## src/rtl/ram_rr_ctrl.sv

```systemverilog
// ram_rr_ctrl: multi-channel RAM front-end with internal storage.
// NUM_CH requesters share one array through a round-robin arbiter. Reads
// return registered data one cycle after the grant. A clear engine zeroes
// the array after reset and whenever clear_req is pulsed while serving.
module ram_rr_ctrl #(
    parameter int DATA_WIDTH    = 8,
    parameter int ADDRESS_WIDTH = 5,
    parameter int NUM_CH        = 2
) (
    input  logic                            clk,
    input  logic                            n_rst,
    input  logic [NUM_CH-1:0]               req_valid,
    input  logic [NUM_CH-1:0]               req_wr,
    input  logic [NUM_CH*ADDRESS_WIDTH-1:0] req_addr,
    input  logic [NUM_CH*DATA_WIDTH-1:0]    req_wdata,
    output logic [NUM_CH-1:0]               req_ready,
    output logic [NUM_CH-1:0]               rsp_valid,
    output logic [DATA_WIDTH-1:0]           rsp_data,
    input  logic                            clear_req,
    output logic                            busy
);

    localparam int DEPTH = 2 ** ADDRESS_WIDTH;
    localparam int CH_W  = (NUM_CH > 1) ? $clog2(NUM_CH) : 1;

    typedef enum logic {
        CLEAR = 1'b0,
        SERVE = 1'b1
    } state_t;

    state_t                   state;
    state_t                   next_state;
    logic [ADDRESS_WIDTH-1:0] clr_addr;
    logic [CH_W-1:0]          rr_ptr;
    logic [CH_W-1:0]          next_ptr;
    logic [CH_W-1:0]          grant_idx;
    logic                     grant_found;
    logic [ADDRESS_WIDTH-1:0] sel_addr;
    logic [DATA_WIDTH-1:0]    sel_wdata;
    logic                     sel_wr;

    logic [DATA_WIDTH-1:0] mem [DEPTH];

    // Next-state logic: the clear walks the whole array once, then serving
    // continues until a clear is requested.
    always_comb begin
        next_state = state;
        busy       = 1'b0;
        case (state)
            CLEAR: begin
                busy = 1'b1;
                if (&clr_addr) begin
                    next_state = SERVE;
                end
            end
            SERVE: begin
                if (clear_req) begin
                    next_state = CLEAR;
                end
            end
            default: next_state = CLEAR;
        endcase
    end

    // Round-robin search: the first valid channel at or above rr_ptr wins.
    // A clear request suppresses every grant in its cycle.
    always_comb begin
        grant_found = 1'b0;
        grant_idx   = '0;
        if (state == SERVE && !clear_req) begin
            for (int k = 0; k < NUM_CH; k++) begin
                for (int c = 0; c < NUM_CH; c++) begin
                    if (!grant_found && req_valid[c] &&
                        (c == (int'(rr_ptr) + k) % NUM_CH)) begin
                        grant_found = 1'b1;
                        grant_idx   = CH_W'(c);
                    end
                end
            end
        end
    end

    // One-hot grant plus the payload of the granted channel.
    always_comb begin
        req_ready = '0;
        sel_addr  = '0;
        sel_wdata = '0;
        sel_wr    = 1'b0;
        for (int c = 0; c < NUM_CH; c++) begin
            if (grant_found && grant_idx == CH_W'(c)) begin
                req_ready[c] = 1'b1;
                sel_addr     = req_addr[c*ADDRESS_WIDTH +: ADDRESS_WIDTH];
                sel_wdata    = req_wdata[c*DATA_WIDTH +: DATA_WIDTH];
                sel_wr       = req_wr[c];
            end
        end
        next_ptr = CH_W'((int'(grant_idx) + 1) % NUM_CH);
    end

    // Control state: FSM, clear address walker and round-robin pointer.
    always_ff @(posedge clk or negedge n_rst) begin
        if (!n_rst) begin
            state    <= CLEAR;
            clr_addr <= '0;
            rr_ptr   <= '0;
        end else begin
            state <= next_state;
            if (state == CLEAR) begin
                clr_addr <= clr_addr + ADDRESS_WIDTH'(1);
            end else begin
                clr_addr <= '0;
            end
            if (grant_found) begin
                rr_ptr <= next_ptr;
            end
        end
    end

    // Storage array: the clear engine owns the write port while busy.
    always_ff @(posedge clk) begin
        if (state == CLEAR) begin
            mem[clr_addr] <= '0;
        end else if (grant_found && sel_wr) begin
            mem[sel_addr] <= sel_wdata;
        end
    end

    // Read response register: strobe for one cycle, data held until the next read.
    always_ff @(posedge clk or negedge n_rst) begin
        if (!n_rst) begin
            rsp_valid <= '0;
            rsp_data  <= '0;
        end else begin
            rsp_valid <= '0;
            if (grant_found && !sel_wr) begin
                rsp_valid <= req_ready;
                rsp_data  <= mem[sel_addr];
            end
        end
    end

endmodule
```

## config.mk

```make
export PLATFORM = sky130hd
export DESIGN_NAME = ram_rr_ctrl
export DESIGN_NICKNAME = d
export VERILOG_FILES = /design/src/rtl/ram_rr_ctrl.sv
export SDC_FILE = /design/constraint.sdc
export NUM_CORES = 1
export LEC_CHECK = 0
export ABC_AREA = 1
export CORE_AREA = 2 2 180 182
export DETAILED_ROUTE_END_ITERATION = 10
export DIE_AREA = 0 0 182 184
export SYNTH_ARGS = -nofsm -noshare
export SYNTH_HDL_FRONTEND = slang
export SYNTH_SLANG_ARGS = --single-unit
```

## constraint.sdc

```tcl
create_clock -name clk -period 7.8 [get_ports clk]
set_clock_uncertainty 0.15 [all_clocks]
set_input_delay 0.78 -clock clk [delete_from_list [all_inputs] [get_ports clk]]
set_output_delay 0.78 -clock clk [all_outputs]
set_load 0.005 [all_outputs]
```

### Word level (Yosys, flattened, before mapping)

Memories as Yosys holds them, arrays and structs flattened. A register that Yosys moved wholly into a read port is not among the register bits.
Index checks and enable logic that the tools add are counted.

* order comparisons: 0
* add/subtract/negate cells: 3
* shifts and indexed selects: 0
* reduce and logical (&&, ||, !) cells: 22
* bitwise logic cells: 3
* div/mod/pow operators: 0
* muxes and demuxes: 32
* eq/ne operators: 1
* multiply operators: 0

Operator list (count)
* zero test 32 bit: 2
* two-way mux 8 bit: 3
* two-way mux 1 bit: 23
* two-way mux 5 bit: 4
* logical AND 1 bit: 12
* OR reduction 8 bit: 1
* zero test 1 bit: 6
* adder 5 x 1 -> 5 bit (second input constant): 1
* AND reduction 5 bit: 1
* adder 1 bit (second input constant): 2
* equality test 2 bit (first input constant): 1
* two-way mux 2 bit: 1
* inverter 1 bit: 2
* one-hot mux 1 bit (2 select lines): 1
* AND 1 bit (first input constant): 1

* output and inout bits: 13
* latch bits: 0
* bits in writable memories: 256
* memories: 1
* flip-flop bits (word level): 9
* bits of input ports: 33
* word-level logic and storage cells: 66
* memory bits (read-only): 0

Memories
* mem: words 32, width 8, read ports 1, clocked after Yosys merged registers in 1, wr ports 1, RTL line 42 `logic [DATA_WIDTH-1:0] mem [DEPTH];`

### Longest topological paths before layout

Gate-level depths: netlist of the first run.

* word-level depth: 29
* mapped depth: 15

### Least setup slack after synthesis of the first run

No wires, ideal clock.

* path type: input to register
* from: in req_valid[0]
* to: mem mem[1][0] (enable)
* path buffers: 0
* arrival: 2.375 ns
* data required time: 7.280 ns
* slack: 4.905 ns
* stages: 12
* path through: nand2_1 > nand2_1 > nand2_4 > inv_4 > nand2_2 > nand2_4 > or2_2 > o21ai_1 > inv_1 > nor2_1 > nand2_1 > nor2_1

* word-level cells in the longest chain between the ends: 28
* elaborated cells on any way between the ends: 36
* classes of those cells: mux: 21; bitwise: 1; reduce/logical: 14

RTL lines
* from (decl): RTL line 12 `input logic [NUM_CH-1:0] req_valid,`
* logical AND 1 bit: RTL line 73 `if (!grant_found && req_valid[c] &&`
* two-way mux 1 bit: RTL line 73
* two-way mux 1 bit: RTL line 70 `if (state == SERVE && !clear_req) begin`
* zero test 1 bit: RTL line 73
* logical AND 1 bit (2 in series): RTL line 73
* two-way mux 1 bit: RTL line 73
* two-way mux 1 bit: RTL line 70
* zero test 1 bit: RTL line 73
* [10 not listed]
* logical AND 1 bit: RTL line 90 `if (grant_found && grant_idx == CH_W'(c)) begin`
* two-way mux 1 bit (2 in series): RTL line 90
* logical AND 1 bit: RTL line 123 `end else if (grant_found && sel_wr) begin`
* two-way mux 1 bit: RTL line 123
* two-way mux 1 bit: RTL line 121 `if (state == CLEAR) begin`
* two-way mux 1 bit (not written as such): RTL line 124 `mem[sel_addr] <= sel_wdata;`
* OR reduction 8 bit (no source line)
* two-way mux 5 bit (no source line) or two-way mux 1 bit (tied branches)
* to (decl): RTL line 42

Parallel ways exist; a longest one is shown, timed or not. The select of a mux whose other input is x is not followed.

### Worst setup path after layout of the first run

* from: in req_valid[1]
* to: mem mem[19][0] (enable)

* word-level cells in the longest chain between the ends: 24
* elaborated cells on any way between the ends: 32
* classes of those cells: mux: 19; bitwise: 1; reduce/logical: 12

RTL lines (RTL line)
* logical AND 1 bit (2 in series): 73
* two-way mux 1 bit: 73
* two-way mux 1 bit: 70
* zero test 1 bit: 73
* logical AND 1 bit (2 in series): 73
* two-way mux 1 bit: 73
* two-way mux 1 bit: 70
* zero test 1 bit: 73
* [5 not listed]
* logical AND 1 bit: 90
* two-way mux 1 bit (2 in series): 90
* logical AND 1 bit: 123
* two-way mux 1 bit: 123
* two-way mux 1 bit: 121
* two-way mux 1 bit (not written as such): 124
* OR reduction 8 bit (no source line)
* two-way mux 5 bit (no source line) or two-way mux 1 bit (tied branches)

Parallel ways exist; a longest one is shown, timed or not. The select of a mux whose other input is x is not followed.

==> results of run 1 <==
## power by group
part	switching, mW	total (mW)	internal, mW
Combinational	0.435	0.625	0.190
Sequential	0.0532	1.82	1.77
Clock	0.574	1.32	0.747
Total	1.06	3.77	2.71
## through the flow
stage,worst slack [ns],hold WS (ns)
2_1_floorplan,4.90,0.316
3_3_place_gp,2.98,0.335
3_5_place_dp,2.91,0.326
4_1_cts,3.46,0.353
5_1_grt,3.14,0.379
6_report,3.44,0.347
## cells in the final DEF, fill, tap and decap left out, drive strengths merged
master,synthesis,final
a21oi,1,1
nand3b,112,112
buf,58,12
nor2,46,46
clkinv,1,23
nand4,1,1
bufinv,0,2
dfrtp,17,17
edfxtp,256,256
nand2,196,196
clkbuf,8,31
nand3,265,265
clkinvlp,0,2
inv,161,158
ha,2,2
a22o,8,8
o21ai,7,7
or2,2,2
o22ai,3,3
clkdlybuf4s50,0,45
## area by class of cell
type                            instances  area [um^2]
Sequential cell                       273         8110
Fill cell                            2929        17400
Clock inverter                         23          178
Multi-Input combinational cell        643         3360
Timing Repair Buffer                   57          541
Clock buffer                           31          733
Inverter                              162          611
Tap cell                              402          503
## flip-flops by register name, indices dropped and copies added (netlist names)
name and flops:
rsp_data 8, rsp_valid 2, rr_ptr 1, clr_addr 5, state 1, mem 256
## logic make-up (layout without fill, tap and decap cells)
family	after synthesis	count (layout)	synth area share (%)
buf+inv	228	273	7.68
fa+ha+maj	2	2	0.202
compound gates	19	19	1.31
flops	273	273	65.4
simple gates	622	622	25.4
## tightest hold or removal path, delay by kind of cell (launching register included)
family        cells  cell delay, ns
flops             1            0.36
simple gates      2            0.11
## layer usage
metal  track usage (%)  wire length (um)  up-vias
met5                 0                 0        -
met4              4.39               592        0
met3              2.71              2070       51
met2              32.2             15400      282
met1              25.4             13700     4105
li1                  -                 -     3958
## worst max-delay path by stage
stage / startpoint / to / slack (ns) / cells after the start
2_1_floorplan: req_valid[0] / mem[1][0] / 4.90 / 12
3_3_place_gp: req_valid[1] / mem[19][0] / 2.98 / 12
3_5_place_dp: req_valid[1] / mem[19][4] / 2.91 / 12
4_1_cts: req_valid[1] / mem[19][2] / 3.46 / 12
5_1_grt: req_valid[1] / mem[23][4] / 3.14 / 12
6_report: req_valid[1] / mem[19][0] / 3.44 / 12
==> run metrics, run 1 <==
DRT Pass-1 Iters 5; root buffer cell clkbuf_16; DRT antenna net count 0; area grow syn2layout 13.2%; outcome complete, no violations; total global-route track usage 18.8%; Final HPWL DP between 15 and 20 mm; final core occ roughly 45%; Total Power 3.77 mW; total vias in the final route 8396; Max rail drop VDD around 0.15 mV; Cells after Synth 1144; per-cell routed wire length approximately 20 um; Crit-path slowest cell nor2_1; Worst Reg-to-Reg Cells 11; Reg2Reg Launch Point state; largest net degree at the start of global routing between 80 and 90; startpoint class of the critical path primary input; Syn Area/Cell ~11 um^2; Power per Cell Area ~270 nW/um^2; initial DRC count around 750; drt drc 0; delay-heaviest family, CP simple AND/OR/NAND/NOR gates; Starting Density roughly two fifths; chip height roughly 180 um; synthesis warning total 0; Area contributors post-synth edfxtp_1 62%, nand3_1 10%, nand3b_1 6.8%, nand2_1 5.8%, inv_1 4.8%; synth unique cells 28; r2r setup slk ~3.7 ns; clock buffer count from CTS 29; f_max between 0.2 and 0.25 GHz; core area roughly 31000 um^2; Die W approximately 180 um; min-delay worst type register to register; IO Count 46; critical path class primary input to register; cell taking the most area after synthesis edfxtp_1; clock sink count between 200 and 300; CP Buf/Inv Count 4; # diodes 0; H-Tree Depth 1; vias in the first global route between 8000 and 9000; Final Critical Period ~4.4 ns; top-count cell post-synth nand3_1; Final Cycle Share between 50% and 60%; Clock Tree Buf Depth 3; I/O Buffers between 40 and 50; share of the synthesized area in the top cell type 62.0%; Final nets approximately 1200; CP arrival 4.39 ns; Synth Register Bits between 200 and 300; EDFF count, synth approximately 260; fin area approximately 14000 um^2; DRT Wirelength between 30 and 40 mm; Worst Hold End rsp_data[4]; CTS tree done; Post-CTS Setup Bufs 0; Worst-path clk slew around 0.060 ns; hold path depth 2; post-route setup TNS 0 ns; crit path max fanout 65; RSZ-0062 raised after global routing false; post-synthesis sequential area ratio 65.4%; relative slew slack between 30% and 40%; first-pass GRT wire length approximately 48 mm; Primary FF master, synth edfxtp_1; Max Cap Viol 0; die footprint between 30000 and 40000 um^2; synthesized cell area approximately 12000 um^2; layout cells sized above 1 under 10%; Pins Over Slew Limit 0; placed insts about 1500; FFs w/ async S/R, synth 6.23%; Synth top cells by count 260 x nand3_1, 256 x edfxtp_1, 192 x nand2_1; Crit path top cell by count nand2_1; Final Hold Fails 0; Final Non-Filler Cells 1591; clk_lat worst skew roughly 0.55 ns; vias per inst between 5 and 6; Crit Reg-Reg Endpoint mem[19][0]; Row Count 65; DP Area about 13000 um^2; total gr overflow 0; P_leak roughly 5.4 nW; gp weighted congestion approximately 0.83; worst slew pin tran slightly above 0.9 ns; Req. time, crit path ~7.8 ns; min-delay src rsp_data[4]; Critical Path End Type register; initial antenna violation count 0; Post-CTS Hold Buffers 0; crit path cell chain clkdlybuf4s50_1 > nand2_1 > nor2_1 > nand2_1 > nand2_2 > buf_4 > inv_2 > nand2_1 > o21ai_1 > inv_1 > nand3_2 > nor2_1; post-CTS resize count 0; CP max stage delay approximately 0.67 ns; setup violators final 0; Post-Syn Nets 1179
Power figures use the tool's default switching activity.
==> run 2: changes to the inputs <==
==> constraint.sdc (replaced) <==
create_clock -name clk -period 4.15 [get_ports clk]
set_clock_uncertainty 0.15 [all_clocks]
set_input_delay 0.415 -clock clk [delete_from_list [all_inputs] [get_ports clk]]
set_output_delay 0.415 -clock clk [all_outputs]
set_load 0.005 [all_outputs]
==> run 2 against run 1 <==
Effect of this change: count of clock-buffer cells in the layout up 3; die area unchanged; sequential share of layout area down 1.1 points; clock power up 92%; combinational power up 92%; routed wire length up 1.2%; utilization up 0.89 points; power up 90%; largest power group unchanged; cell area up 2.0%; worst setup slack worse by 2.5 ns; flip-flop and latch count unchanged.
==> run metrics, run 2 (synthesis gave the netlist of run 1 again) <==
placed insts 1569 (+2.1%); core area 31400 um^2 (unchanged); clock buffer count from CTS 30 (+3.4%); critical path class register to register; Worst-path clk slew 0.06 ns (about the same); initial antenna violation count 0 (unchanged); drt drc 0 (unchanged); Req. time, crit path 4.17 ns (-3.66 ns); min-delay worst type primary input to asynchronous set/reset pin; DP Worst Slack 0.566 ns (-2.34 ns); Post-CTS Setup Bufs 0 (unchanged); clk_lat worst skew 0.55 ns (about the same); Final nets 1234 (+2.7%); met1 GRT Util 26.4% (+1.0 points); Largest regs mem x256, rsp_data x8, clr_addr x5; DRT Pass-1 Iters 4 (-1); most common cell after layout, fill and taps aside nand3_1; grt met2 use 31.9% (-0.27 points); fin area 14300 um^2 (+2.0%); CP arrival 3.24 ns (-1.15 ns); Power per Cell Area 500 nW/um^2 (+86%); root buffer cell clkbuf_16; total global-route track usage 19.2% (+0.43 points); Row Count 65 (unchanged); setup ws final 0.927 ns (-2.52 ns); CP max stage delay 0.70 ns (+0.03 ns); Worst Reg-to-Reg Cells 10 (-1); GR Util met3 2.93% (+0.22 points); DRT Wirelength 32.1 mm (+1.2%); I/O Buffers 45 (unchanged); Final Hold Fails 0 (unchanged); # diodes 0 (unchanged); Pins Over Slew Limit 0 (unchanged); CTS tree done; hold_ws 0.226 ns (-0.120 ns); outcome complete, no violations; Crit-path slowest cell nor2_1; crit path cell chain nand2_1 > nor2_4 > nand2_4 > inv_4 > nand2_2 > nand2_4 > inv_2 > nand2_1 > nand3_2 > nor2_1; delay-heaviest family, CP simple AND/OR/NAND/NOR gates; post-CTS resize count 0 (unchanged); chip height 184 um (unchanged); startpoint class of the critical path register; layout cells sized above 1 8.99% (+1.8 points); Clock Tree Buf Depth 3 (unchanged); f_max between 0.3 and 0.4 GHz; Critical Path End Type register; worst slew pin tran 0.949 ns (+0.0328 ns); GR peak layer met2; total gr overflow 0 (unchanged); # fillers 2909 (-0.68%); DRT antenna net count 0 (unchanged); Final Critical Period 3.22 ns; Max Cap Viol 0 (unchanged); die footprint 33500 um^2 (unchanged); Levels on crit path 10 (-2); P_leak 5.61 nW (+4.1%); DP Area 13400 um^2 (+1.9%); most frequent cells in the layout 259 x nand3_1, 256 x edfxtp_1, 190 x nand2_1; final core occ 45.6% (+0.89 points); Starting Density 39.5% (unchanged); max reg flops 256 (unchanged); relative slew slack 36.7% (-2.2 points); most flop-heavy register mem; Total Power 7.16 mW (+90%); Final Non-Filler Cells 1625 (+2.1%); per-cell routed wire length 19.7 um (-0.94%); setup violators final 0 (unchanged); clock sink count 273 (unchanged); initial DRC count 656 (-13%); vias per inst 5.21 (-1.3%); post-route setup TNS 0 ns (unchanged); largest net degree at the start of global routing 81 (unchanged); H-Tree Depth 1 (unchanged); Max rail drop VDD 0.367 mV (+140%); Final HPWL DP 19.1 mm (+3.1%); area grow syn2layout 15.4%; Post-CTS Hold Buffers 0 (unchanged); crit path max fanout 18 (-72%); first-pass GRT wire length 49.3 mm (+2.8%); gp weighted congestion 0.832 (+0.16%); vias in the first global route 8286 (+2.0%); total vias in the final route 8466 (+0.83%); Die W 182 um (unchanged); RSZ-0062 raised after global routing false; Final Cycle Share between 70% and 80%; CP Buf/Inv Count 2 (-2); IO Count 46 (unchanged)
-- run 2: cell count changes in the layout (fill, tap and decap cells not counted), sizes merged --
cell	previous run	this run
clkinv	23	19
buf	12	44
clkinvlp	2	1
inv	158	162
clkbuf	31	34
-- run 2: cell type report --
class | instances | area (um^2) | area share [%]
Clock buffer | 34 | 787 | 5.50
Clock inverter | 22 | 151 | 1.06
Inverter | 162 | 611 | 4.27
Multi-Input combinational cell | 643 | 3360 | 23.5
Sequential cell | 273 | 8110 | 56.7
Tap cell | 402 | 503 | 3.51
Timing Repair Buffer | 89 | 793 | 5.54
-- run 2: worst reg2reg max path, stage by stage (launching register included) --
cell and delay [ns]:
dfrtp_1 0.50, nand2_1 0.18, nor2_4 0.22, nand2_4 0.13
inv_4 0.13, nand2_2 0.07, nand2_4 0.17, inv_2 0.10
nand2_1 0.18, nand3_2 0.31, nor2_1 0.70
-- run 2: path summary, 6_finish.rpt --
kind / to / slack (ns) / startpoint
min: rsp_valid[1] / 0.23 / n_rst
max: mem[3][6] / 0.93 / state
max reg2reg: mem[3][6] / 0.93 / state
max in group asynchronous: rsp_data[4] / 3.03 / n_rst
min in group clk: clr_addr[0] / 0.37 / clr_addr[0]
min reg2reg: clr_addr[0] / 0.37 / clr_addr[0]
-- run 2: layer usage --
metal / up-vias / part of all wire, %
met2: 216 / 49
met4: 0 / 2.7
met1: 4166 / 44
met5: - / 0
li1: 4023 / -
met3: 61 / 5.1
-- run 2: power breakdown --
| part | switching (mW) | internal (mW) |
|---|---|---|
| registers | 0.111 | 3.32 |
| clock network | 1.05 | 1.47 |
| logic | 0.790 | 0.407 |
| total | 1.95 | 5.20 |
==> run 3: changes to the inputs <==
==> constraint.sdc (replaced) <==
create_clock -name clk -period 3.2 [get_ports clk]
set_clock_uncertainty 0.15 [all_clocks]
set_input_delay 0.32 -clock clk [delete_from_list [all_inputs] [get_ports clk]]
set_output_delay 0.32 -clock clk [all_outputs]
set_load 0.005 [all_outputs]
==> run 3 against run 2 <==
Effect of this change: power increased by 32%; worst hold slack got worse by 0.098 ns; critical path depth increased by 2; register-to-register slack got worse by 0.58 ns; sequential power increased by 29%; first-iteration DRC count increased by 45%; utilization increased by 1.0 points; routed wire length increased by 0.36%; final cell count increased by 1.2%; fmax increased by 13%; critical path type unchanged; largest cell class unchanged.
==> run metrics, run 3 (synthesis gave the netlist of run 1 again) <==
outcome complete, no violations; root buffer cell clkbuf_16; worst slew pin tran 0.879 ns (-0.0707 ns); layout cells sized above 1 11.0% (+2.0 points); Clock Power Share 34.8% (-0.5 points); register area 8110 um^2 (unchanged); DRT Pass-1 Iters 6 (+2); Internal Power 6.94 mW (+33%); Crit Reg-Reg Endpoint rsp_data[4]; P_leak 5.78 nW (+3.0%); vias in the first global route 8283 (-0.036%); Final nets 1257 (+1.9%); switching pwr 2.53 mW (+30%); IO Count 46 (unchanged); # diodes 0 (unchanged); Critical Path End Type register; wire length on met1 14.3 mm (+2.2%); startpoint class of the critical path register; min-delay worst type primary input to asynchronous set/reset pin; clk_lat worst skew 0.54 ns (about the same); Final Critical Period 2.85 ns (-0.372 ns); CP arrival 3.12 ns (-0.12 ns); total global-route track usage 19.1% (-0.13 points); first-pass GRT wire length 48.6 mm (-1.5%); Routed met2 length 15.4 mm (-1.3%); largest net degree at the start of global routing 81 (unchanged); I/O Buffers 45 (unchanged); crit path max fanout 80 (+62); drt drc 0 (unchanged); Largest regs mem x256, rsp_data x8, clr_addr x5; DP Worst Slack 0.121 ns (-0.445 ns); Worst-path clk slew 0.06 ns (about the same); # fillers 2904 (-0.17%); Final HPWL DP 19.6 mm (+2.7%); Req. time, crit path 3.47 ns (-0.70 ns); Final Hold Fails 0 (unchanged); most common cell after layout, fill and taps aside nand3_1; switching part of the total 26.7% (-0.57 points); f_max 0.351 GHz (+13%); Post-CTS Setup Bufs 0 (unchanged); H-Tree Depth 1 (unchanged); vias per inst 5.21 (about the same); post-route setup TNS 0 ns (unchanged); Power per Cell Area 647 nW/um^2 (+29%); most flop-heavy register mem; Max rail drop VDD 0.452 mV (+23%); Final Cycle Share 89.1% (+11 points); Flop pwr share 46.9% (-1.1 points); Post-CTS Hold Buffers 0 (unchanged); logic gate share of total power 18.3% (+1.6 points); initial DRC count 952 (+45%); Final Non-Filler Cells 1645 (+1.2%); Die W 182 um (unchanged); clock sink count 273 (unchanged); Row Count 65 (unchanged); gp weighted congestion 0.859 (+3.3%); Pins Over Slew Limit 0 (unchanged); total vias in the final route 8567 (+1.2%); Max Cap Viol 0 (unchanged); setup ws final 0.349 ns (-0.578 ns); per-cell routed wire length 19.6 um (-0.86%); post-CTS resize count 0 (unchanged); initial antenna violation count 0 (unchanged); clock buffer count from CTS 29 (-3.3%); setup violators final 0 (unchanged); core area 31400 um^2 (unchanged); RSZ-0062 raised after global routing false; critical path class register to register; max reg flops 256 (unchanged); area of the multi-input gates 3360 um^2 (unchanged); CTS tree done; met3 wire length 1.69 mm (+4.0%); final core occ 46.6% (+1.0 points); DRT Wirelength 32.2 mm (+0.36%); Worst Reg-to-Reg Cells 12 (+2); DRT antenna net count 0 (unchanged); Clock Tree Buf Depth 3 (unchanged); Reg2Reg Launch Point state; die footprint 33500 um^2 (unchanged); total gr overflow 0 (unchanged); most frequent cells in the layout 259 x nand3_1, 256 x edfxtp_1, 190 x nand2_1; chip height 184 um (unchanged); relative slew slack 41.2% (+4.5 points); Starting Density 39.5% (unchanged); highest routed layer met4; placed insts 1593 (+1.5%); r2r setup slk 0.35 ns (-0.58 ns); area grow syn2layout 18.1%
==> run 3: final cells by class <==
| cell class | instances | share of cell area [%] |
|---|---|---|
| clock inverters | 19 | 1.32 |
| multi-input cells | 643 | 22.9 |
| well taps | 402 | 3.44 |
| clock buffers | 33 | 5.06 |
| repair buffers | 113 | 7.67 |
| inverters | 162 | 4.17 |
| flip-flops and latches | 273 | 55.4 |
==> run 3: critical path, cell delays in order, from the launching register on <==
cell     delay [ns]
dfrtp_1        0.46
inv_2          0.10
nor2_1         0.18
nand4_1        0.39
nand2_4        0.26
buf_12         0.31
nand2_1        0.12
nand3_1        0.10
nand3_1        0.10
nand3_1        0.11
nand3_1        0.16
nand3_1        0.18
nand2_1        0.06
==> run 3: worst max path at each step <==
stage          cells after the start         start  slack (ns)          end
6_report                          12         state        0.35  rsp_data[4]
4_1_cts                           12         state        0.38  rsp_data[3]
3_5_place_dp                      14  req_valid[1]        0.12    mem[9][2]
5_1_grt                           12         state        0.18  rsp_data[4]
3_3_place_gp                      14  req_valid[1]        0.16    mem[1][2]
2_1_floorplan                     12         state        0.71    mem[1][0]
==> run 3: stage by stage <==
step                      total power, mW  instance area (um^2)  hold WS, ns
after detailed placement             6.23                 13700        0.334
after global routing                 9.88                 14600        0.195
after global placement               6.22                 13700        0.326
after CTS                            9.52                 14600        0.147
final                                9.47                 14600        0.128
after floorplan                      5.43                 12400       -0.126
==> run 3: power by group through the flow <==
stage / clock [mW] / combinational [mW] / sequential, mW
4_1_cts: 3.35 / 1.73 / 4.44
6_report: 3.30 / 1.74 / 4.44
5_1_grt: 3.50 / 1.90 / 4.47
2_1_floorplan: 0 / 0.961 / 4.47
3_3_place_gp: 0 / 1.71 / 4.50
3_5_place_dp: 0 / 1.73 / 4.51
==> run 3: routing by layer <==
layer	global-route usage, %	vias up
met5	0	-
met4	5.03	0
met3	2.44	60
met2	32.3	232
met1	26.2	4204
li1	-	4071
